File: src/rtl/diff_combiner_pkg.sv
// Shared constants for diff_combiner: mode encoding, register offsets, reset defaults.
// Pure definitions; no logic, no latency, no backpressure.
package diff_combiner_pkg;

  typedef enum logic [1:0] {
    MODE_SUB  = 2'd0,
    MODE_ADD  = 2'd1,
    MODE_A    = 2'd2,
    MODE_NEGB = 2'd3
  } mode_e;

  localparam logic [15:0] OFS_MODE   = 16'h0000;
  localparam logic [15:0] OFS_SHIFT  = 16'h0004;
  localparam logic [15:0] OFS_OFFSET = 16'h0008;
  localparam logic [15:0] OFS_HOLD   = 16'h000C;
  localparam logic [15:0] OFS_SATCNT = 16'h0010;

  // Defaults reproduce the legacy (A-B)>>>1 output.
  localparam mode_e      MODE_RST  = MODE_SUB;
  localparam logic [1:0] SHIFT_RST = 2'd1;
  localparam logic       HOLD_RST  = 1'b0;

endpackage

File: src/rtl/diff_combiner_if.sv
// Register bus for diff_combiner: single-cycle strobes, ack and rdata one cycle later.
// No backpressure; every strobe is acknowledged.
interface diff_combiner_if;
  logic [15:0] addr;
  logic        wen;
  logic        ren;
  logic [31:0] wdata;
  logic        ack;
  logic [31:0] rdata;

  modport master (output addr, wen, ren, wdata, input ack, rdata);
  modport slave  (input addr, wen, ren, wdata, output ack, rdata);
endinterface

File: src/rtl/diff_combiner_sat_clamp.sv
// Signed IW-to-OW clamp with clip flag; purely combinational, zero latency.
// No handshake, no backpressure.
module sat_clamp #(
  parameter int IW = 16,
  parameter int OW = 14
) (
  input  logic signed [IW-1:0] din,
  output logic signed [OW-1:0] dout,
  output logic                 clip
);

  localparam logic signed [IW-1:0] MAXV = {{(IW-OW+1){1'b0}}, {(OW-1){1'b1}}};
  localparam logic signed [IW-1:0] MINV = {{(IW-OW+1){1'b1}}, {(OW-1){1'b0}}};

  always_comb begin
    dout = din[OW-1:0];
    clip = 1'b0;
    if (din > MAXV) begin
      dout = MAXV[OW-1:0];
      clip = 1'b1;
    end else if (din < MINV) begin
      dout = MINV[OW-1:0];
      clip = 1'b1;
    end
  end

endmodule

File: src/rtl/diff_combiner.sv
// Two-stage combine/shift/offset/clamp pipeline with register bus; out_o 2 cycles after inputs.
// hold freezes both stages; bus never stalls. Optional DIFF_COMBINER_SATCNT_EN adds the saturation counter.
module diff_combiner
  import diff_combiner_pkg::*;
#(
  parameter int          DW    = 14,
  parameter int          CNT_W = 32,
  parameter logic [15:0] BASE  = 16'h0100
) (
  input  logic                 clk_i,
  input  logic                 rst_i,
  input  logic signed [DW-1:0] plus_i,
  input  logic signed [DW-1:0] minus_i,
  output logic signed [DW-1:0] out_o,
  output logic                 sat_o,
  diff_combiner_if.slave       bus
);

  localparam logic [15:0] A_MODE   = BASE + OFS_MODE;
  localparam logic [15:0] A_SHIFT  = BASE + OFS_SHIFT;
  localparam logic [15:0] A_OFFSET = BASE + OFS_OFFSET;
  localparam logic [15:0] A_HOLD   = BASE + OFS_HOLD;
  localparam logic [15:0] A_SATCNT = BASE + OFS_SATCNT;

  mode_e          mode_q;
  logic [1:0]     shift_q;
  logic [DW-1:0]  offset_q;
  logic           hold_q;
  logic [31:0]    satcnt_rd;
  logic [31:0]    rd_val;
  logic           unused_wdata;

  logic signed [DW:0]   a_ext, b_ext, s1_nxt, s1_q, shifted;
  logic [1:0]           s1_shift_q;
  logic [DW-1:0]        s1_off_q;
  logic signed [DW+1:0] sum;
  logic signed [DW-1:0] clamp_out;
  logic                 clamp_clip;

  assign unused_wdata = ^bus.wdata;

  always_ff @(posedge clk_i) begin
    if (rst_i) begin
      mode_q   <= MODE_RST;
      shift_q  <= SHIFT_RST;
      offset_q <= '0;
      hold_q   <= HOLD_RST;
    end else if (bus.wen) begin
      if (bus.addr == A_MODE)   mode_q   <= mode_e'(bus.wdata[1:0]);
      if (bus.addr == A_SHIFT)  shift_q  <= bus.wdata[1:0];
      if (bus.addr == A_OFFSET) offset_q <= bus.wdata[DW-1:0];
      if (bus.addr == A_HOLD)   hold_q   <= bus.wdata[0];
    end
  end

`ifdef DIFF_COMBINER_SATCNT_EN
  logic [CNT_W-1:0] satcnt_q;
  logic             satcnt_clr;

  assign satcnt_clr = bus.wen && (bus.addr == A_SATCNT);

  // Clear beats a coincident increment; the count sticks at all-ones.
  always_ff @(posedge clk_i) begin
    if (rst_i || satcnt_clr)
      satcnt_q <= '0;
    else if (sat_o && (satcnt_q != '1))
      satcnt_q <= satcnt_q + CNT_W'(1);
  end

  assign satcnt_rd = 32'(satcnt_q);
`else
  assign satcnt_rd = '0;
`endif

  always_comb begin
    rd_val = '0;
    if      (bus.addr == A_MODE)   rd_val = {30'd0, mode_q};
    else if (bus.addr == A_SHIFT)  rd_val = {30'd0, shift_q};
    else if (bus.addr == A_OFFSET) rd_val = 32'(offset_q);
    else if (bus.addr == A_HOLD)   rd_val = {31'd0, hold_q};
    else if (bus.addr == A_SATCNT) rd_val = satcnt_rd;
  end

  // Read data is taken from the pre-edge registers, so a same-cycle write reads the old value.
  always_ff @(posedge clk_i) begin
    if (rst_i) begin
      bus.ack   <= 1'b0;
      bus.rdata <= '0;
    end else begin
      bus.ack   <= bus.wen | bus.ren;
      bus.rdata <= bus.ren ? rd_val : '0;
    end
  end

  always_comb begin
    a_ext = {plus_i[DW-1], plus_i};
    b_ext = {minus_i[DW-1], minus_i};
    case (mode_q)
      MODE_SUB:  s1_nxt = a_ext - b_ext;
      MODE_ADD:  s1_nxt = a_ext + b_ext;
      MODE_A:    s1_nxt = a_ext;
      MODE_NEGB: s1_nxt = -b_ext;
      default:   s1_nxt = '0;
    endcase
  end

  // shift/offset travel with the sample so a config write only affects newer samples.
  assign shifted = s1_q >>> s1_shift_q;
  assign sum     = {shifted[DW], shifted} + {{2{s1_off_q[DW-1]}}, s1_off_q};

  sat_clamp #(.IW(DW+2), .OW(DW)) u_clamp (
    .din  (sum),
    .dout (clamp_out),
    .clip (clamp_clip)
  );

  always_ff @(posedge clk_i) begin
    if (rst_i) begin
      s1_q       <= '0;
      s1_shift_q <= '0;
      s1_off_q   <= '0;
      out_o      <= '0;
      sat_o      <= 1'b0;
    end else if (!hold_q) begin
      s1_q       <= s1_nxt;
      s1_shift_q <= shift_q;
      s1_off_q   <= offset_q;
      out_o      <= clamp_out;
      sat_o      <= clamp_clip;
    end
  end

endmodule
File: src/flat_wrapper.sv
// flat-port wrapper written by rule: the top's interface ports become plain ports
module diff_combiner_flat import diff_combiner_pkg::*;
#(
  parameter int          DW    = 14,
  parameter int          CNT_W = 32,
  parameter logic [15:0] BASE  = 16'h0100
)
  (clk_i, rst_i, plus_i, minus_i, out_o, sat_o, bus_addr, bus_wen, bus_ren, bus_wdata, bus_ack, bus_rdata);
  diff_combiner_if bus_i ();
  input  logic clk_i;
  input  logic rst_i;
  input  logic signed [DW-1:0] plus_i;
  input  logic signed [DW-1:0] minus_i;
  output logic signed [DW-1:0] out_o;
  output logic sat_o;
  input wire logic [$bits(bus_i.addr)-1:0] bus_addr;
  input wire logic [$bits(bus_i.wen)-1:0] bus_wen;
  input wire logic [$bits(bus_i.ren)-1:0] bus_ren;
  input wire logic [$bits(bus_i.wdata)-1:0] bus_wdata;
  output wire logic [$bits(bus_i.ack)-1:0] bus_ack;
  output wire logic [$bits(bus_i.rdata)-1:0] bus_rdata;
  assign bus_i.addr = bus_addr;
  assign bus_i.wen = bus_wen;
  assign bus_i.ren = bus_ren;
  assign bus_i.wdata = bus_wdata;
  assign bus_ack = bus_i.ack;
  assign bus_rdata = bus_i.rdata;
  diff_combiner #(.DW(DW), .CNT_W(CNT_W), .BASE(BASE)) u_core (.clk_i(clk_i), .rst_i(rst_i), .plus_i(plus_i), .minus_i(minus_i), .out_o(out_o), .sat_o(sat_o), .bus(bus_i));
endmodule
File: config.mk
export PLATFORM = sky130hd
export DESIGN_NAME = diff_combiner_flat
export DESIGN_NICKNAME = d
export VERILOG_FILES = /design/src/rtl/diff_combiner_pkg.sv /design/src/rtl/diff_combiner_if.sv /design/src/rtl/diff_combiner_sat_clamp.sv /design/src/rtl/diff_combiner.sv /design/src/flat_wrapper.sv
export SDC_FILE = /design/constraint.sdc
export NUM_CORES = 1
export LEC_CHECK = 0
export CORE_UTILIZATION = 30
export DETAILED_ROUTE_END_ITERATION = 8
export PLACE_DENSITY_LB_ADDON = 0.1
export SLEW_MARGIN = 20
export SYNTH_ARGS = -nofsm -noshare
export SYNTH_HDL_FRONTEND = slang
export SYNTH_SLANG_ARGS = --single-unit
export TNS_END_PERCENT = 5
File: constraint.sdc
create_clock -name clk_i -period 4.2 [get_ports clk_i]
set_input_delay 1.05 -clock clk_i [delete_from_list [all_inputs] [get_ports clk_i]]
set_output_delay 1.05 -clock clk_i [all_outputs]
set_load 0.02 [all_outputs]
## Word level (Yosys, flattened, before mapping)

Cells that the tools add are included.

| word-level totals | value |
|---|---|
| output and inout port bits | 48 |
| register bits | 98 |
| bits of input ports | 80 |
| logic and storage cells | 46 |

| cells by class | value |
|---|---|
| magnitude comparators | 2 |
| multiplexer cells | 9 |
| reduce and logical (&&, ||, !) cells | 8 |
| equality and inequality tests | 7 |
| shift operators | 1 |
| bitwise operators | 2 |
| $add $sub $neg | 4 |

Operators with widths:

| kind | count |
|---|---|
| 16-bit by 9-bit == test with 1-bit output (second input constant) | 4 |
| 15-bit case mux with 4 select lines | 1 |
| 14-bit 2-to-1 mux | 3 |
| 15-bit by 14-bit adder with 16-bit output | 1 |
| 16-bit by 14-bit greater-than comparator with 1-bit output (second input constant) | 1 |
| 16-bit by 14-bit < comparator with 1-bit output (second input constant) | 1 |
| 14-bit by 14-bit adder with 15-bit output | 1 |
| 14-bit negation with 15-bit output | 1 |
| 15-bit by 2-bit >>> shifter with 15-bit output | 1 |
| 14-bit by 14-bit subtractor with 15-bit output | 1 |
| 2-bit AND reduction | 4 |
| 5-bit OR reduction | 1 |
| 2-bit == test (second input constant) | 2 |
| 2-bit 2-to-1 mux | 2 |
| 4-bit OR reduction | 1 |
| 1-bit 2-to-1 mux | 3 |
| 2-bit by 1-bit == test with 1-bit output (second input constant) | 1 |
| 2-bit logical NOT | 1 |
| 2-bit OR reduction | 1 |
| 1-bit NOT | 1 |
| 1-bit OR | 1 |

## Depth between registers and ports, before layout

Gate-level depths: netlist of run 1.

| logic depth | value |
|---|---|
| depth in word-level cells | 5 |
| mapped depth | 15 |
| mapped depth without buffers | 15 |

## Modules after synthesis

From an unflattened synthesis of run 1, not the netlist that was laid out.

| second synthesis, totals | value |
|---|---|
| cell total of the unflattened synthesis | 678 |
| area total of the unflattened synthesis | 5786.8 um^2 |

By module, submodules not included:

| module | instances | sequential area each (um^2) | area each (um^2) | cells each |
|---|---|---|---|---|
| diff_combiner | 1 | 1601.5 | 5434.0 | 627 |
| sat_clamp | 1 | 0.0 | 352.8 | 51 |

## Least setup slack after synthesis of run 1

OpenSTA, ideal clock, no wires.

| path | value |
|---|---|
| kind | input-to-reg |
| from | in minus_i[1] |
| to | reg u_core.s1_q[13] |
| cell stages on the path | 15 |
| buffers on the path | 0 |
| arrival time | 4129 ps |
| data required time | 4085 ps |
| slack | -43 ps |
| setup time | 115 ps |
| path through | or3_4 -> or3_4 -> or2_4 -> nor2_1 -> nor2_1 -> xor2_1 -> ha_1 -> and2_1 -> o21ai_0 -> o31ai_1 -> o41a_1 -> a21o_1 -> a21oi_1 -> xor2_1 -> a2111oi_0 |

| on the way | value |
|---|---|
| word-level cells in the longest chain between the ends | 2 |
| elaborated cells on any way between the ends | 4 |
| those cells by class | add/sub (3); mux (1) |

Ends and longest elaborated chain:

| item | line | RTL |
|---|---|---|
| start: declaration | flat_wrapper.sv:13 | `input logic signed [DW-1:0] minus_i;` |
| 14-bit negation with 15-bit output, or another cell as far along | diff_combiner.sv:102 | `MODE_NEGB: s1_nxt = -b_ext;` |
| 15-bit case mux with 4 select lines (*) | diff_combiner.sv:98 | `case (mode_q)` |
| end signal: assignment | diff_combiner.sv:125 | `s1_q <= s1_nxt;` |
| end: declaration | diff_combiner.sv:33 | `logic signed [DW:0] a_ext, b_ext, s1_nxt, s1_q, shifted;` |

Every way passes the cells marked *; elsewhere a longest branch is shown, timed or not.
A chain may end at the register's enable or synchronous reset.

## Worst setup path after layout of run 1

| path | value |
|---|---|
| from | in minus_i[0] |
| to | reg u_core.s1_q[13] |

Same word-level chain as after synthesis.

==> metrics, run 1 <==
number of synthesized flops with an enable pin 0; core area 0.0174 mm²; register bit total from synthesis 80; ys async rst share 0%; Pwr Density 321 mW/mm²; Synth Cell Area 0.00537 mm²; CTS tree done; startpoint types primary input; layout cells sized above 1 14.5%; number of global-route vias before repair 4714; CP max FO 4; Fmax achieved 0.244 GHz; TritonCTS Sinks 80; status completed; Worst EP arrival 4330 ps; Rel. slew slack 46.1%; per-cell routed wire length 14.1 µm; DP Worst Slack -679 ps; leak pwr 3.01 nW; sequential area share after synthesis 29.8%; Routed WL 13900 µm; Die Ht 136 µm; R2R setup slack 340 ps; overall power 0.00229 W; CTS Root Buffer Type clkbuf_16; setup violators final 0; Ports 128; synthesized instance count 627; Die W 136 µm; Final HPWL DP 10800 µm; Top FF cell, synth dfxtp_1; initial antenna violation count 0; Clock Path Buffers 2; Final WS setup 102 ps; die area 0.0184 mm²; Max IR drop VDD 0.178 mV; area delta synth->final 32.8%; Post-layout nets 864; Via Count 4751; clk_lat worst skew 340 ps; GP Congestion 0.820; diode count 0; setup skew after layout 10.5 ps; Final Max Slew Viols 0; Worst EP required 4430 ps; Setup CP Type primary input to flip-flop; unrepaired setup endpoints after global routing yes; Tightest Pin Transition 808 ps; CTS Buf Count 9; Vias/cell 4.84; PortBufs 91; DRC errors left 0; Setup TNS 0 ps; final instance area 0.00713 mm²; CP Capture Type flip-flop; hold_buf cts 0; synth unique cells 62; Post-DP Area 0.00677 mm²; Initial DRC Count 211; Hold WC Path Type flip-flop to flip-flop; Syn Area/Cell 8.57 µm²; Fin. Hold Viols 0; GR Util All Layers 15.7%; initial core utilization 30.8%; Reg clk slew, reported paths 60 ps; total iterations of the first detailed-routing run 4; GR Overflow Total 0; first-pass GRT wire length 22900 µm; pin count of the biggest net entering global routing 62; Ys Warns 0; H-tree Lvls 3; antenna viol nets, final 0; Final min period 4100 ps; Max-cap violations 0; Rows 48; final worst path period share 97.6%
## report_power, final
part	internal, W	switching, W	leakage, nW
sequential	0.000809	0.0000421	0.654
clock	0.000509	0.000315	0.155
combinational	0.000309	0.000308	2.20
total	0.00163	0.000665	3.01
## flip-flops by register name (all words and copies together), names as in the netlist
| register | count |
|---|---|
| u_core.s1_q | 15 |
| u_core.bus.rdata | 14 |
| u_core.offset_q | 14 |
| u_core.out_o | 14 |
| u_core.s1_off_q | 14 |
| u_core.mode_q | 2 |
| u_core.s1_shift_q | 2 |
| u_core.shift_q | 2 |
| u_core.bus.ack | 1 |
| u_core.hold_q | 1 |
| u_core.sat_o | 1 |
## synth_stat cells (7+ instances only)
library cell | n | area, µm²
nor2_1 | 96 | 360
o21a_1 | 10 | 75.1
mux2_2 | 8 | 90.1
and2_1 | 13 | 81.3
ha_1 | 30 | 375
a211oi_1 | 22 | 165
a21oi_1 | 32 | 160
a2111oi_0 | 7 | 61.3
buf_4 | 18 | 135
xor2_1 | 22 | 193
o21ai_0 | 17 | 85.1
nand2_1 | 29 | 109
nand3_1 | 7 | 35.0
dfxtp_1 | 80 | 1600
inv_1 | 18 | 67.6
nor2b_1 | 8 | 50.1
clkbuf_1 | 22 | 82.6
mux2i_1 | 57 | 571
xnor2_1 | 22 | 193
buf_1 | 7 | 26.3
nor3_1 | 22 | 110
## layout by cell type, fill, tap and decap left out, types with 3 or more instances in the layout
cell              n
a2111oi_0         7
a211oi_1         22
a21o_1            5
a21oi_1          31
and2_1           13
buf_2             3
buf_4            54
clkbuf_16         9
clkbuf_8          3
clkdlybuf4s50_1  87
conb_1           18
dfxtp_1          79
ha_1             30
inv_1            18
mux2_2            8
mux2i_1          57
mux4_2            4
nand2_1          29
nand3_1           7
nand3b_1          3
nor2_1           94
nor2b_1           8
nor3_1           22
nor3b_1           3
nor4_1            3
o211ai_1          4
o21a_1           10
o21ai_0          16
o221a_2           3
or2_2             3
or3_1             5
or3_4             3
xnor2_1          22
xor2_1           22
## cells by family after synthesis
group                      count (synthesis)  share of synthesized area [%]
other                                      1                         0.0698
AOI/OAI and AO/OA                        128                           17.0
and+or+nand+nor                          206                           18.2
DFF                                       80                           29.8
adders and majority gates                 32                           7.73
xor gates and xnor gates                  44                           7.17
buffers and inverters                     67                           5.96
muxes                                     69                           14.0
## critical path, stage by stage
cell       delay [ps]
buf_6              90
or3_4             390
or3_4             400
or2_4             290
nor2_4            120
nor2_2             50
xor2_1            140
ha_1              280
and2_1            140
o21ai_1           150
o31ai_2           100
o41a_1            360
a21o_1            190
a21oi_2           130
xor2_1            100
a2111oi_0         330
## per-stage QoR
step	util (%)	cells	hold WS, ps
floorplan	-	644	452
global placement	38.9	964	462
detailed placement	38.9	964	470
CTS	40.8	982	479
global route	41.0	982	508
finish	41.0	982	475
## worst paths after layout
kind                   startpoint         endpoint  cells after the start
min reg2reg       u_core.out_o[9]  u_core.out_o[9]                      2
max reg2reg  u_core.s1_shift_q[0]  u_core.out_o[0]                     12
min               u_core.out_o[9]  u_core.out_o[9]                      2
max                    minus_i[0]  u_core.s1_q[13]                     16
## layer usage
metal / global-route usage, % / vias up / part of all wire [%]
li1: - / 2460 / -
met1: 20.8 / 2204 / 49
met2: 26.0 / 79 / 47
met3: 3.50 / 8 / 3.5
met4: 2.75 / 0 / 0.84
met5: 0 / - / 0
## timing repair
item | in CTS | in global routing
pin swaps | 13 | 4
buffers inserted | 2 | 0
resized for setup | 18 | 3
endpoints found under the hold margin | 0 | 0
endpoints found under the setup margin | 4 | 5
## layout make-up
class | instances | area (µm²)
fillers | 1783 | 10300
multi-input cells | 497 | 3560
flip-flops and latches | 80 | 1600
repair buffers | 145 | 1300
well taps | 225 | 282
clock buffers | 12 | 267
inverters | 19 | 71.3
clock inverters | 4 | 51.3
(Power assumes the default switching activity.)
==> inputs of run 2 (changes only) <==
Settings changed: CORE_UTILIZATION 30 to 46, GPL_TIMING_DRIVEN set to 0.
==> run 2 against run 1 <==
Effect of this change: the flow now finishes with violations (design-rule violations); critical path type unchanged; sequential power barely moved; total power down 0.73%; register-to-register slack lost 50 ps; critical path depth unchanged; maximum frequency hardly changed; critical endpoint unchanged; first-iteration DRC count grew 12%; clock skew shrank 0.60 ps; highest routed layer unchanged; sequential share of layout area grew 0.48 points; clock power fell by 1%; worst setup slack improved by 1.0 ps; clock-buffer cell count stayed put.
==> metrics, run 2 (synthesis gave the netlist of run 1 again) <==
die area 0.0121 mm² (-34%); Via Count 4863 (+2.4%); Initial DRC Count 237 (+12%); DRC errors left 2 (+2); GP Congestion 0.883 (+7.7%); CTS Buf Count 9 (unchanged); Pwr Density 326 mW/mm² (+1.4%); Reg clk slew, reported paths 60 ps (about the same); Fmax achieved 0.244 GHz (about the same); crit-path leading delay family simple AND/OR/NAND/NOR gates; Max-cap violations 0 (unchanged); Final HPWL DP 10800 µm (+0.68%); WHS Endpoint u_core.bus.rdata[11]; Vias/cell 5.42 (+12%); met1 global-route usage 31.3% (+10 points); final cell count without fillers 898 (-8.6%); RR Startpoint u_core.s1_shift_q[1]; Fin Hold WS 480 ps (+5.17 ps); failing checks design-rule violations; setup skew after layout 9.85 ps (-0.603 ps); startpoint types primary input; R2R setup slack 290 ps (-50 ps); pin count of the biggest net entering global routing 14 (-77%); Worst R2R Path Depth 12 (unchanged); WHS Path Cells 1 (-1); Ports 128 (unchanged); diode count 0 (unchanged); Final Max Slew Viols 0 (unchanged); GR Util All Layers 23.2% (+7.5 points); Placed Cells 876 (-9.1%); H-tree Lvls 3 (unchanged); Buf+Inv Stages, Crit Path 1 (unchanged); final worst path period share 97.6% (about the same); unrepaired setup endpoints after global routing yes; core area 0.0114 mm² (-34%); per-cell routed wire length 15.3 µm (+8.3%); Setup TNS 0 ps (unchanged); Tightest Pin Transition 750 ps (-57.8 ps); Max IR drop VDD 0.304 mV (+71%); Rel. slew slack 50.0% (+3.9 points); Worst Setup SP minus_i[2]; total iterations of the first detailed-routing run 7 (+3); CTS Root Buffer Type clkbuf_16; first-pass GRT wire length 21500 µm (-6.1%); M2 GR Usage 38.0% (+12 points); initial antenna violation count 0 (unchanged); Setup CP Type primary input to flip-flop; Final min period 4100 ps (-0.999 ps); status complete, but fails checks; Worst EP required 4440 ps (about the same); PortBufs 89 (-2.2%); Critical-path top delay cell or3_4; Clock Path Buffers 2 (unchanged); Critical R2R Capture u_core.out_o[0]; Die Ht 110 µm (-19%); Rows 39 (-19%); area delta synth->final 30.0%; GR Overflow Total 0 (unchanged); CTS tree done; number of flip-flops in the largest register 15 (unchanged); commonest non-fill, non-tap cell in the layout nor2_1; layout cells sized above 1 12.5% (-2.1 points); Fill cells 1016 (-43%); antenna viol nets, final 0 (unchanged); fin util 61.2% (+20 points); initial core utilization 47.0% (+16 points); Worst EP arrival 4330 ps (about the same); leak pwr 2.94 nW (-2.1%); CP max FO 4 (unchanged); Routed WL 13700 µm (-0.95%); Critical Path, Cell by Cell buf_2, or3_4, or3_4, or2_4, nor2_4, nor2_2, xor2_1, ha_1, and2_4, o21ai_4, o31ai_4, o41a_1, a21o_1, a21oi_2, xor2_1, a2111oi_2; overall power 0.00228 W (-0.73%); clk_lat worst skew 340 ps (about the same); Fin. Hold Viols 0 (unchanged); Hold WC Path Type flip-flop to flip-flop; CP Capture Type flip-flop; Most Crowded Layer GR met2; most frequent cells in the layout nor2_1 (93), clkdlybuf4s50_1 (84), dfxtp_1 (79); hold_buf cts 0 (unchanged); TritonCTS Sinks 80 (unchanged); CP max stage delay 390 ps (about the same); setup violators final 0 (unchanged); Die W 110 µm (-19%); Most flops, register u_core.s1_q; met3 Usage GRT 4.00% (+0.49 points); Post-layout nets 862 (-0.23%); Hold Startpoint u_core.offset_q[11]; number of global-route vias before repair 4501 (-4.5%)
run 2: cell types whose count changed in the layout (fill, tap and decap cells not counted), sizes merged:
cell,before,now
dlymetal6s2s,0,2
clkbuf,12,34
buf,58,35
clkdlybuf4s50,87,84
run 2: worst max path at each step:
stage | cells after the start | to
after floorplan | 15 | u_core.s1_q[13]
after global placement | 16 | u_core.s1_q[14]
after detailed placement | 16 | u_core.s1_q[14]
after CTS | 16 | u_core.s1_q[13]
after global routing | 16 | u_core.s1_q[13]
final | 16 | u_core.s1_q[13]
run 2: timing repair:
action | 4_1_cts | 5_1_grt
gates resized for setup | 23 | 20
endpoints found under the setup margin | 14 | 17
setup buffers | 3 | 4
pin swaps | 11 | 15
run 2: area by class of cell:
type / count / area (µm²) / share of cell area [%]
well taps: 143 / 179 / 2.56
multi-input cells: 497 / 3630 / 52.0
repair buffers: 96 / 933 / 13.4
flip-flops and latches: 80 / 1600 / 22.9
clock buffers: 12 / 267 / 3.82
clock inverters: 4 / 51.3 / 0.735
inverters: 19 / 71.3 / 1.02
plain buffers: 47 / 248 / 3.55
run 2: stage by stage:
step	setup slack (ps)	instance area, µm²
2_1_floorplan	6.87	5440
5_1_grt	-36.6	6980
6_report	103	6980
3_3_place_gp	-771	6510
3_5_place_dp	-887	6510
4_1_cts	-107	6890
run 2: worst reg2reg max path, stage by stage (launching register included):
cell and delay, ps:
dfxtp_1 440, clkbuf_2 300, mux4_2 370, ha_1 340, nor2b_1 180, o31a_1 300, o2111ai_1 400, a21boi_0 190
o211a_1 240, a2111o_1 370, a21oi_1 270, buf_2 290, a211oi_1 80
run 2: routing by layer:
metal / vias up / wire, µm
met4: 0 / 121
met2: 109 / 6570
met1: 2286 / 6400
met3: 13 / 637
li1: 2455 / -
met5: - / 0
run 2: where the power goes:
group	switching (W)	internal [W]	total (W)
registers	0.0000439	0.000809	0.000853
clock network	0.000305	0.000509	0.000813
logic	0.000311	0.000297	0.000608
